==> src/rtl/mem_loader.sv <==
// mem_loader: byte-stream program loader for the cpu_mem write port.
// Stream format: count N (2 bytes, high first), N words (high byte first),
// then an optional checksum byte.
// Holds the CPU halted while the image loads and pulses done when finished.
// Optional feature: define MEM_LOADER_CHECKSUM_EN to accept a trailing
// XOR checksum byte and flag a mismatch on err_o.
// WORD_WIDTH must be 16 (two bytes per word).

`ifndef WORD_WIDTH
`define WORD_WIDTH 16
`endif

module mem_loader #(
    parameter int unsigned            WORD_WIDTH = `WORD_WIDTH,
    parameter logic [WORD_WIDTH-1:0]  BASE_ADDR  = '0
) (
    input  logic                  clk_i,
    input  logic                  rst_i,
    input  logic                  start_i,
    input  logic                  in_valid_i,
    input  logic [7:0]            in_data_i,
    output logic                  in_ready_o,
    output logic [WORD_WIDTH-1:0] mem_addr_o,
    output logic [WORD_WIDTH-1:0] mem_data_o,
    output logic                  mem_write_en_o,
    output logic                  cpu_halt_o,
    output logic                  done_o,
    output logic                  err_o
);

    typedef enum logic [2:0] {
        StIdle,
        StLenHi,
        StLenLo,
        StDataHi,
        StDataLo,
        StWrite,
`ifdef MEM_LOADER_CHECKSUM_EN
        StCsum,
`endif
        StDone
    } state_e;

    state_e                state_q, state_d;
    logic [WORD_WIDTH-1:0] len_q, len_d;
    logic [WORD_WIDTH-1:0] idx_q, idx_d;
    logic [WORD_WIDTH-1:0] idx_inc;
    logic [7:0]            byte_hi_q, byte_hi_d;
    logic [WORD_WIDTH-1:0] mem_addr_q, mem_addr_d;
    logic [WORD_WIDTH-1:0] mem_data_q, mem_data_d;
    logic                  xfer;
`ifdef MEM_LOADER_CHECKSUM_EN
    logic [7:0]            csum_q, csum_d;
    logic                  err_q, err_d;
`endif

    // in_ready depends only on state: high in the byte-consuming states
    always_comb begin
        in_ready_o = 1'b0;
        case (state_q)
            StLenHi, StLenLo, StDataHi, StDataLo: in_ready_o = 1'b1;
`ifdef MEM_LOADER_CHECKSUM_EN
            StCsum:                               in_ready_o = 1'b1;
`endif
            default:                              in_ready_o = 1'b0;
        endcase
    end

    assign xfer    = in_valid_i && in_ready_o;
    assign idx_inc = idx_q + 1'b1;

    // Next-state logic and per-state outputs
    always_comb begin
        state_d        = state_q;
        len_d          = len_q;
        idx_d          = idx_q;
        byte_hi_d      = byte_hi_q;
        mem_addr_d     = mem_addr_q;
        mem_data_d     = mem_data_q;
        mem_write_en_o = 1'b0;
        done_o         = 1'b0;
        cpu_halt_o     = (state_q != StIdle);
`ifdef MEM_LOADER_CHECKSUM_EN
        csum_d         = csum_q;
        err_d          = err_q;
`endif
        case (state_q)
            StIdle: begin
                if (start_i) begin
                    state_d = StLenHi;
                    idx_d   = '0;
`ifdef MEM_LOADER_CHECKSUM_EN
                    csum_d  = 8'h00;
                    err_d   = 1'b0;
`endif
                end
            end
            StLenHi: begin
                if (xfer) begin
                    len_d   = {in_data_i, len_q[7:0]};
                    state_d = StLenLo;
                end
            end
            StLenLo: begin
                if (xfer) begin
                    len_d = {len_q[15:8], in_data_i};
                    if ({len_q[15:8], in_data_i} != '0) begin
                        state_d = StDataHi;
                    end else begin
`ifdef MEM_LOADER_CHECKSUM_EN
                        state_d = StCsum;
`else
                        state_d = StDone;
`endif
                    end
                end
            end
            StDataHi: begin
                if (xfer) begin
                    byte_hi_d = in_data_i;
`ifdef MEM_LOADER_CHECKSUM_EN
                    csum_d    = csum_q ^ in_data_i;
`endif
                    state_d   = StDataLo;
                end
            end
            StDataLo: begin
                if (xfer) begin
                    mem_data_d = {byte_hi_q, in_data_i};
                    // Wraps modulo 2^WORD_WIDTH by construction
                    mem_addr_d = BASE_ADDR + idx_q;
`ifdef MEM_LOADER_CHECKSUM_EN
                    csum_d     = csum_q ^ in_data_i;
`endif
                    state_d    = StWrite;
                end
            end
            StWrite: begin
                mem_write_en_o = 1'b1;
                idx_d          = idx_inc;
                if (idx_inc == len_q) begin
`ifdef MEM_LOADER_CHECKSUM_EN
                    state_d = StCsum;
`else
                    state_d = StDone;
`endif
                end else begin
                    state_d = StDataHi;
                end
            end
`ifdef MEM_LOADER_CHECKSUM_EN
            StCsum: begin
                if (xfer) begin
                    err_d   = (in_data_i != csum_q);
                    state_d = StDone;
                end
            end
`endif
            StDone: begin
                done_o  = 1'b1;
                state_d = StIdle;
            end
            default: state_d = StIdle;
        endcase
    end

    // State and datapath registers; reset aborts any load in progress
    always_ff @(posedge clk_i or posedge rst_i) begin
        if (rst_i) begin
            state_q    <= StIdle;
            len_q      <= '0;
            idx_q      <= '0;
            byte_hi_q  <= 8'h00;
            mem_addr_q <= BASE_ADDR;
            mem_data_q <= '0;
        end else begin
            state_q    <= state_d;
            len_q      <= len_d;
            idx_q      <= idx_d;
            byte_hi_q  <= byte_hi_d;
            mem_addr_q <= mem_addr_d;
            mem_data_q <= mem_data_d;
        end
    end

`ifdef MEM_LOADER_CHECKSUM_EN
    // Running XOR of data bytes and the sticky mismatch flag
    always_ff @(posedge clk_i or posedge rst_i) begin
        if (rst_i) begin
            csum_q <= 8'h00;
            err_q  <= 1'b0;
        end else begin
            csum_q <= csum_d;
            err_q  <= err_d;
        end
    end

    assign err_o = err_q;
`else
    assign err_o = 1'b0;
`endif

    assign mem_addr_o = mem_addr_q;
    assign mem_data_o = mem_data_q;

endmodule

==> config.mk <==
export PLATFORM = sky130hd
export DESIGN_NAME = mem_loader
export DESIGN_NICKNAME = d
export VERILOG_FILES = /design/src/rtl/mem_loader.sv
export SDC_FILE = /design/constraint.sdc
export NUM_CORES = 1
export LEC_CHECK = 0
export ABC_AREA = 1
export CAP_MARGIN = 20
export CORE_MARGIN = 5
export CORE_UTILIZATION = 30
export CTS_BUF_LIST = sky130_fd_sc_hd__clkbuf_8
export CTS_CLUSTER_SIZE = 14
export DETAILED_ROUTE_END_ITERATION = 7
export PLACE_DENSITY_LB_ADDON = 0.2
export REMOVE_ABC_BUFFERS = 1
export SETUP_SLACK_MARGIN = 0.3
export SLEW_MARGIN = 20
export SYNTH_ARGS = -nofsm -noshare
export SYNTH_HDL_FRONTEND = slang
export SYNTH_SLANG_ARGS = --single-unit
==> constraint.sdc <==
create_clock -name clk_i -period 2.6 [get_ports clk_i]
set_input_delay 0.26 -clock clk_i [delete_from_list [all_inputs] [get_ports clk_i]]
set_output_delay 0.26 -clock clk_i [all_outputs]
set_load 0.02 [all_outputs]
==> PnR_summary.wiki <==
{| class="wikitable"
! Metric !! Value
|-
| Run status || complete, no violations
|-
| Post-DR vias/cell || between 4 and 5
|-
| # IOs || 49
|-
| Cell family contributing the most delay on the critical path || buffers and inverters
|-
| Worst Setup End Kind || output pin
|-
| Residual DRC || 0
|-
| Part of the power in the clock network || 0.216
|-
| Sum Neg Setup Slack || 0 ns
|-
| Die Wd || 120 µm
|-
| Area inside the core boundary || ~12000 µm²
|-
| Largest net degree at the start of global routing || 35
|-
| Level count of the clock H-tree || 3
|-
| Average footprint of a synthesized cell || between 7 and 8 µm²
|-
| Pre-antenna DRT Iters || 4
|-
| Total count of hold-check failures in the final report || 0
|-
| Initial cell density of the core || 0.305
|-
| Library cell contributing the largest single delay on the critical path || clkdlybuf4s50_1
|-
| Wire length per cell after detailed routing || between 10 and 15 µm
|-
| Number of max-slew violations in the final report || 0
|-
| Diodes inserted || 0
|-
| Cell area reported after detailed placement || about 4300 µm²
|-
| Share of cells above drive strength 1 || 0.0832
|-
| Routed Wire Length || ~9200 µm
|-
| Root Buffer Master || clkbuf_8
|-
| IO buf count || between 40 and 50
|-
| Kind of launch point of the worst setup path || flip-flop
|-
| Combinational fraction of design power || 0.388
|-
| Most frequent standard cell in the layout excluding fill and tap cells || nand2_1
|-
| Die Span Y || around 120 µm
|-
| Residual antenna-violating net count after detailed routing || 0
|-
| Final critical delay including setup and external delays || 2.18 ns
|-
| Yosys Warn Count || 0
|-
| Placer's final routability congestion estimate || between 0.9 and 1
|-
| Count of flip-flops with a built-in enable after synthesis || 0
|-
| Cell area after layout || 4560 µm²
|-
| Endpoints failing setup || 0
|-
| Total power divided by cell area || ~1000 nW/µm²
|-
| Tot GR Track Use || 0.140
|-
| DRC violation total after the first TritonRoute iteration || around 210
|-
| Class of the worst hold path || input pin to asynchronous set/reset pin
|-
| Actual slew at the worst max-slew pin || around 0.56 ns
|-
| Cell type with the highest occurrence count on the critical path || inv_1
|-
| Maximum clock path buffer count || 2
|-
| Filler cell count || 1257
|-
| Standard-cell rows || 40
|-
| Required time reported for the critical path endpoint || between 2 and 2.5 ns
|-
| Area of the mapped netlist || 3650 µm²
|-
| Yosys reg bits || 75
|-
| P&R area growth vs syn || 24.8%
|-
| Highest-count cells in the layout ignoring fill and taps || nand2_1 (149), dfrtp_1 (75), o21ai_0 (56)
|-
| Max Fclk || around 460 MHz
|-
| Vias in the first global route || around 3.2k
|-
| Die Area || about 14000 µm²
|-
| Clock slew at reported path FFs || around 0.080 ns
|-
| Kind of critical path || flip-flop to output pin
|-
| Crit Path Max Fanout || 9
|-
| Arrival @ worst endpoint || approximately 1.9 ns
|-
| Unique cell type count in the Yosys netlist || 27
|-
| Clock tree from TritonCTS || yes
|-
| Setup repair after global routing missed its margin || no
|-
| First-pass GRT wire length || around 16000 µm
|-
| Static Leak || approximately 2.1 nW
|-
| Total Power || around 4.7 mW
|-
| Initial antenna violation count || 0
|-
| Largest stage delay on the critical path || between 0.6 and 0.7 ns
|-
| Prevailing post-synth register cell || dfrtp_1
|-
| Worst setup skew after layout || approximately 0.0080 ns
|-
| Clock Sinks || between 70 and 80
|-
| Peak supply drop || ~0.52 mV
|-
| Max_cap viols || 0
|-
| Cell internal pwr || 2.91 mW
|-
| Worst path buffer plus inverter count || 4
|-
| Clock insertion delay at the later pin of the skew report || about 0.36 ns
|-
| Num CTS Buffers || 9
|-
| Cell-by-cell trace of the critical path || inv_1 -> nor2_1 -> inv_1 -> nor2_2 -> buf_4 -> clkdlybuf4s50_1
|-
| Via total after detailed routing || between 3k and 4k
|-
| Sequential group share of total power || 0.396
|-
| Gate count after technology mapping || ~460
|-
| HPWL after detailed placement || 7030 µm
|-
| Normalized max-slew margin || 0.624
|-
| Async set-reset flop share out of synthesis || 1.00
|-
| Sequential area share after synthesis || 0.514
|-
| NetSw || between 1.5 and 2 mW
|-
| Remaining global-route overflow || 0
|-
| Switching portion of total power || 0.376
|-
| Net count of the finished layout || between 500 and 600
|-
| Final period util || 0.840
|-
| Number of buffers inserted for hold repair after clock tree synthesis || 0
|}
[sequential cells by signal, indices dropped and copies added (netlist names)]
name / flops
byte_hi_q: 8
mem_addr_o: 16
mem_data_o: 16
idx_q: 16
len_q: 16
state_q: 3
[what timing repair did]
action | 4_1_cts | 5_1_grt
setup buffers | 0 | 0
resized for setup | 0 | 2
endpoints found under the setup margin | 0 | 1
[power by group through the flow]
stage | registers, mW | logic (mW) | clock network [mW]
2_1_floorplan | 2.01 | 0.907 | 0
3_3_place_gp | 1.86 | 1.81 | 0
3_5_place_dp | 1.87 | 1.83 | 0
4_1_cts | 1.85 | 1.84 | 1.05
5_1_grt | 1.91 | 2.03 | 1.10
6_report | 1.84 | 1.81 | 1.01
[through the flow]
stage	worst slack [ns]	hold WS, ns	util	cells
5_1_grt	0.300	0.264	0.381	664
2_1_floorplan	0.430	0.411	-	447
3_5_place_dp	0.681	0.474	0.362	649
3_3_place_gp	0.695	0.467	0.362	649
6_report	0.415	0.225	0.381	664
4_1_cts	0.343	0.221	0.381	664
[layout make-up]
| class | count | area, µm² | share of cell area |
|---|---|---|---|
| Clock inverter | 5 | 86.3 | 0.0189 |
| Sequential cell | 75 | 1880 | 0.412 |
| Timing Repair Buffer | 55 | 546 | 0.120 |
| Multi-Input combinational cell | 321 | 1540 | 0.337 |
| Clock buffer | 10 | 138 | 0.0302 |
| Inverter | 51 | 191 | 0.0420 |
| Tap cell | 147 | 184 | 0.0404 |
[metal layers]
layer / global-route usage / routed length, µm / up-vias
li1: - / - / 1588
met5: 0 / 0 / -
met1: 0.187 / 4340 / 1482
met3: 0.0379 / 553 / 11
met2: 0.218 / 4130 / 67
met4: 0.0496 / 140 / 0
[final timing paths]
kind	start	end	slack, ns	cells past startpoint
max in group asynchronous	rst_i	mem_data_o[14]$_DFFE_PP0P_	1.77	3
min reg2reg	mem_addr_o[11]$_DFFE_PP0P_	mem_addr_o[11]$_DFFE_PP0P_	0.49	2
min	rst_i	len_q[1]$_DFFE_PP0P_	0.23	2
min in group clk_i	mem_addr_o[11]$_DFFE_PP0P_	mem_addr_o[11]$_DFFE_PP0P_	0.49	2
max reg2reg	idx_q[1]$_DFFE_PP0P_	state_q[0]$_DFFE_PP0P_	0.69	14
max	state_q[0]$_DFFE_PP0P_	mem_write_en_o	0.42	6
[kinds of logic (layout without fill, tap and decap cells)]
| group | count (synthesis) | count (layout) | share of synthesized area |
|---|---|---|---|
| and+or+nand+nor | 234 | 234 | 0.272 |
| AOI/OAI and AO/OA | 72 | 72 | 0.103 |
| other | 1 | 1 | 0.00103 |
| xor gates and xnor gates | 5 | 5 | 0.0158 |
| muxes | 8 | 8 | 0.0247 |
| DFF | 75 | 75 | 0.514 |
| buffers and inverters | 63 | 121 | 0.0661 |
| adders and majority gates | 1 | 1 | 0.00343 |
[synthesized netlist by cell type, types with 2 or more instances]
cell,number,area (µm²)
nor4_1,2,12.5
dfrtp_1,75,1880
nand4_1,7,43.8
inv_1,50,188
nand3_1,28,140
nor3_1,3,15.0
nand2_1,149,559
nor2_2,6,37.5
nor2_1,29,109
o21ai_0,56,280
nand3b_1,6,45.0
o21ai_1,2,10.0
mux2_2,8,90.1
xnor2_1,3,26.3
o22ai_1,12,75.1
nand2_2,3,18.8
clkbuf_1,10,37.5
Note: power is estimated with default switching activity, not from simulation.
==> RTL change 1, RTL diff (same settings) <==
`byte_hi_q` and `mem_data_q` no longer have a reset.
--- a/src/rtl/mem_loader.sv
+++ b/src/rtl/mem_loader.sv
@@ -172,5 +172,3 @@
             idx_q      <= '0;
-            byte_hi_q  <= 8'h00;
             mem_addr_q <= BASE_ADDR;
-            mem_data_q <= '0;
         end else begin
@@ -179,6 +177,9 @@
             idx_q      <= idx_d;
-            byte_hi_q  <= byte_hi_d;
             mem_addr_q <= mem_addr_d;
-            mem_data_q <= mem_data_d;
         end
+    end
+
+    always_ff @(posedge clk_i) begin
+        byte_hi_q  <= byte_hi_d;
+        mem_data_q <= mem_data_d;
     end
Function: changed (a bounded check fails within 10 cycles, from zero or initial values and one cycle with rst_i high; the reset may be asserted at any time).
==> RTL change 1 against the unedited design <==
Synthesized area fell by 6.6%; power shrank 12%; synthesized cell count shrank 17%; die area down 6.0%; design area shrank 6.4%; sequential cell count unchanged; clock skew rose by 0.0061 ns; count of clock-buffer cells in the layout down 1; wire length shrank 9.8%; sequential power decreased by 5%; worst setup slack gained 0.067 ns; clock power down 12%; register-to-register slack lost 0.07 ns; utilization decreased by 0.26 points; highest routed layer unchanged.
==> RTL change 1: results (changes against the unedited design) <==
Synthesis
  – Sequential area share after synthesis: 58.5% (+7.1 points)
  – Leading cell types by count after synthesis: nand2_1 (108), dfrtp_1 (51), inv_1 (43), o21ai_0 (32), nand3_1 (30)
  – Largest cells by area after synthesis: dfrtp_1 (37%), edfxtp_1 (21%), nand2_1 (12%)
  – Asr flop ratio synth: 68.0% (-32 points)
  – Synth Flop Type: dfrtp_1
  – Distinct cell type count after synthesis: 26 (-3.7%)
  – Cells after Synth: 379 (-17%)

Pwr
  – Clk. pwr: 0.884 mW (-12%)
  – P_int: 2.58 mW (-11%)
  – Sequential share of power: 42.6% (+3.0 points)
  – Leakage power: 1.80 nW (-15%)
  – Maximum VDD drop: 0.594 mV (+14%)
  – Combinational Power Share: 35.8% (-3.0 points)

Cells and area
  – # fillers: 1141 (-9.2%)
  – Inverter count: 44 (-14%)
  – # clk buffers: 9 (-1)
  – Seq/total area: 46.8% (+5.6 points)
  – Layout cells sized above 1: 7.76% (-0.55 points)
  – FF/Latch Area: 2000 um2 (+6.4%)
  – ClkCell Share: 4.49% (-0.43 points)
  – Non-clock buffers: 51 (-7.3%)
  – Final net count: 446 (-15%)
  – Buffering overhead: 12.1% (+0.085 points)
  – #MultiIn Comb: 252 (-21%)
  – Multi-input gate share of total cell area: 28.5% (-5.1 points)

Place
  – Post-DP HPWL: 6.15 mm (-13%)
  – Pre-CTS setup slack: 0.421 ns (-0.261 ns)

Detailed routing
  – 1st-iter DRT viols: 138 (-35%)
  – Routed WL per cell: 14.2 um (+3.1%)
  – WL final: 8.27 mm (-9.8%)
  – Met2 WL: 3.92 mm (-5.3%)
  – DR WL met3: 295 um (-47%)
  – DR vias: 2722 (-14%)
  – Pre-antenna DRT Iters: 5 (+1)
  – WL met1: 3.88 mm (-11%)

GRT
  – GR met3 Demand/Resource: 2.23% (-1.6 points)
  – Largest net degree at the start of global routing: 33 (-5.7%)
  – Met2 track demand over resource: 20.7% (-1.1 points)
  – Met1 usage: 17.8% (-0.95 points)
  – Total global-route track usage: 13.1% (-0.81 points)

Run status
  – Status: finished clean

STA
  – Relative slew slack: 39.5% (-23 points)
  – Slew Limit Fails: 0 (unchanged)
  – Setup Skew: 0.0141 ns (+0.00612 ns)

Critical path
  – CP max-delay cell: dfrtp_1
  – Critical Path AT: 1.86 ns (-0.06 ns)
  – Critical Path Max Stage Delay: 0.40 ns (-0.22 ns)
==> RTL change 1: cell types whose count changed after synthesis, sizes merged, moves of 3 or more <==
cell    unedited run  this run
nor2              36        31
clkbuf            10         7
nand4              7        11
nand2            152       110
mux2               8         4
edfxtp             0        24
dfrtp             75        51
o21ai             58        33
inv               50        43
nor3               3         0
==> RTL change 1: worst paths after layout <==
check,from,to,slack (ns)
max reg2reg,idx_q[0]$_DFFE_PP0P_,state_q[0]$_DFFE_PP0P_,0.62
max,state_q[1]$_DFFE_PP0P_,in_ready_o,0.48
min,rst_i,idx_q[14]$_DFFE_PP0P_,0.26
min in group clk_i,byte_hi_q[3]$_DFFE_PP_,mem_data_o[11]$_DFFE_PP_,0.42
min reg2reg,byte_hi_q[3]$_DFFE_PP_,mem_data_o[11]$_DFFE_PP_,0.42
max in group asynchronous,rst_i,len_q[7]$_DFFE_PP0P_,1.80
==> RTL change 1: kinds of logic (layout without fill, tap and decap cells) <==
family | after synthesis | after routing | synth area share, %
AOI/OAI and AO/OA | 50 | 50 | 7.92
xor gates and xnor gates | 4 | 4 | 1.03
adders and majority gates | 1 | 1 | 0.367
buffers and inverters | 52 | 111 | 5.83
DFF | 75 | 75 | 58.5
muxes | 4 | 4 | 1.32
other | 1 | 1 | 0.110
and+or+nand+nor | 192 | 192 | 24.9
==> RTL change 1: what timing repair did <==
item	4_1_cts	5_1_grt
resized for setup	3	1
hold endpoints to repair	0	0
endpoints found under the setup margin	1	1
cloned	0	0
==> RTL change 1: per-stage QoR <==
| stage | hold slack, ns | area (um2) |
|---|---|---|
| 2_1_floorplan | 0.359 | 3380 |
| 3_3_place_gp | 0.404 | 4070 |
| 3_5_place_dp | 0.405 | 4070 |
| 4_1_cts | 0.271 | 4260 |
| 5_1_grt | 0.322 | 4270 |
| 6_report | 0.258 | 4270 |
==> RTL change 2, RTL diff (same settings) <==
Made on the original files. Add a define of `MEM_LOADER_CHECKSUM_EN`.
--- a/src/rtl/mem_loader.sv
+++ b/src/rtl/mem_loader.sv
@@ -7,2 +7,4 @@
 // WORD_WIDTH must be 16 (two bytes per word).
+
+`define MEM_LOADER_CHECKSUM_EN
 
Behaviour: not the same (Yosys sat finds a counterexample within 4 cycles, from zero or initial values and one cycle with rst_i high).
==> RTL change 2 against the unedited design <==
Count of clock-buffer cells in the layout unchanged; design area is 9.6% higher; sequential cell count grew 9; via count rose by 7.0%; synthesized area is 12% higher; wire length increased by 13%; worst setup slack better by 0.0044 ns; sequential share of layout area increased by 0.92 points; power rose by 19%; utilization decreased by 0.53 points; die area rose by 11%; sequential power grew 26%; largest power group is now combinational logic.
==> RTL change 2: results (changes against the unedited design) <==
Cells and area
  – Non-clock buffers: 56 (+1.8%)
  – Layout cells sized above 1: 11.8% (+3.5 points)
  – Inverter count: 46 (-9.8%)
  – Multi-input gate share of total cell area: 35.1% (+1.5 points)
  – #MultiIn Comb: 341 (+6.2%)
  – ClkCell Share: 3.71% (-1.2 points)

STA
  – Relative slew slack: 53.2% (-9.2 points)
  – Setup Skew: 0.0106 ns (+0.00261 ns)
  – Hold Slack: 0.288 ns (+0.0631 ns)

Critical path
  – Worst r2r src: idx_q[0]$_DFFE_PP0P_
  – CP max FO: 6 (-3)
  – RR Endpoint: state_q[2]$_DFFE_PP0P_
  – R2R depth: 15 (+1)

Synthesis
  – Adder-cell share of the synthesized area: 0.306% (-0.036 points)
  – Synth Area in XOR/XNOR: 3.12% (+1.5 points)
  – Synth Area in Compound Gates: 11.1% (+0.74 points)
  – Largest cells by area after synthesis: dfrtp_1 (51%), nand2_1 (13%), o21ai_0 (8.2%)
  – Leading cell types by count after synthesis: nand2_1 (144), dfrtp_1 (84), o21ai_0 (67), inv_1 (42), nand3_1 (28)
  – Sequential area share after synthesis: 51.5% (+0.066 points)

Run status
  – Status: finished clean

Place
  – I/O Buffers: 48 (+2.1%)
  – Gpl congestion: 0.916 (+0.53%)
  – Post-DP HPWL: 7.65 mm (+8.8%)
  – Pre-CTS setup slack: 0.682 ns (+0.000732 ns)

Pwr
  – Net Sw Power: 2.33 mW (+33%)
  – Leakage power: 2.26 nW (+6.8%)
  – Sequential Power: 2.31 mW (+26%)
  – Sw frac: 42.0% (+4.4 points)
  – Maximum VDD drop: 0.532 mV (+1.7%)

GRT
  – Total global-route track usage: 13.9% (about the same)
  – GR met3 Demand/Resource: 4.16% (+0.37 points)
  – Met1 usage: 18.8% (+0.058 points)
  – Met2 track demand over resource: 21.5% (-0.23 points)

Detailed routing
  – DR WL met3: 545 um (-1.4%)
  – Routed WL per cell: 14.4 um (+4.6%)
  – Vias per cell: 4.69 (-1.2%)
  – Pre-antenna DRT Iters: 5 (+1)

Clock network
  – CTS Sinks: 84 (+12%)
  – Clk_lat worst skew: 0.38 ns (+0.02 ns)
  – Worst-path clk slew: 0.10 ns (+0.02 ns)
## RTL change 2: stage by stage
step / instance area (um2) / utilization [%] / instances
2_1_floorplan: 4030 / - / 471
3_3_place_gp: 4810 / 36.1 / 703
3_5_place_dp: 4810 / 36.1 / 703
4_1_cts: 4990 / 37.5 / 719
5_1_grt: 4990 / 37.6 / 719
6_report: 4990 / 37.6 / 719
## RTL change 2: how the worst max path moves through the flow
stage | end | slack [ns] | depth (start not counted)
2_1_floorplan | byte_hi_q[0]$_DFFE_PP0P_ | 0.17 | 1
3_3_place_gp | state_q[2]$_DFFE_PP0P_ | 0.75 | 8
3_5_place_dp | state_q[2]$_DFFE_PP0P_ | 0.68 | 15
4_1_cts | mem_write_en_o | 0.33 | 5
5_1_grt | mem_write_en_o | 0.26 | 5
6_report | mem_write_en_o | 0.42 | 4
## RTL change 2: worst max-delay path, stage by stage, from the launching register on
cell and delay (ns):
dfrtp_1 0.45, nor2_1 0.20, nand2_1 0.17, inv_2 0.10, clkdlybuf4s50_1 0.62
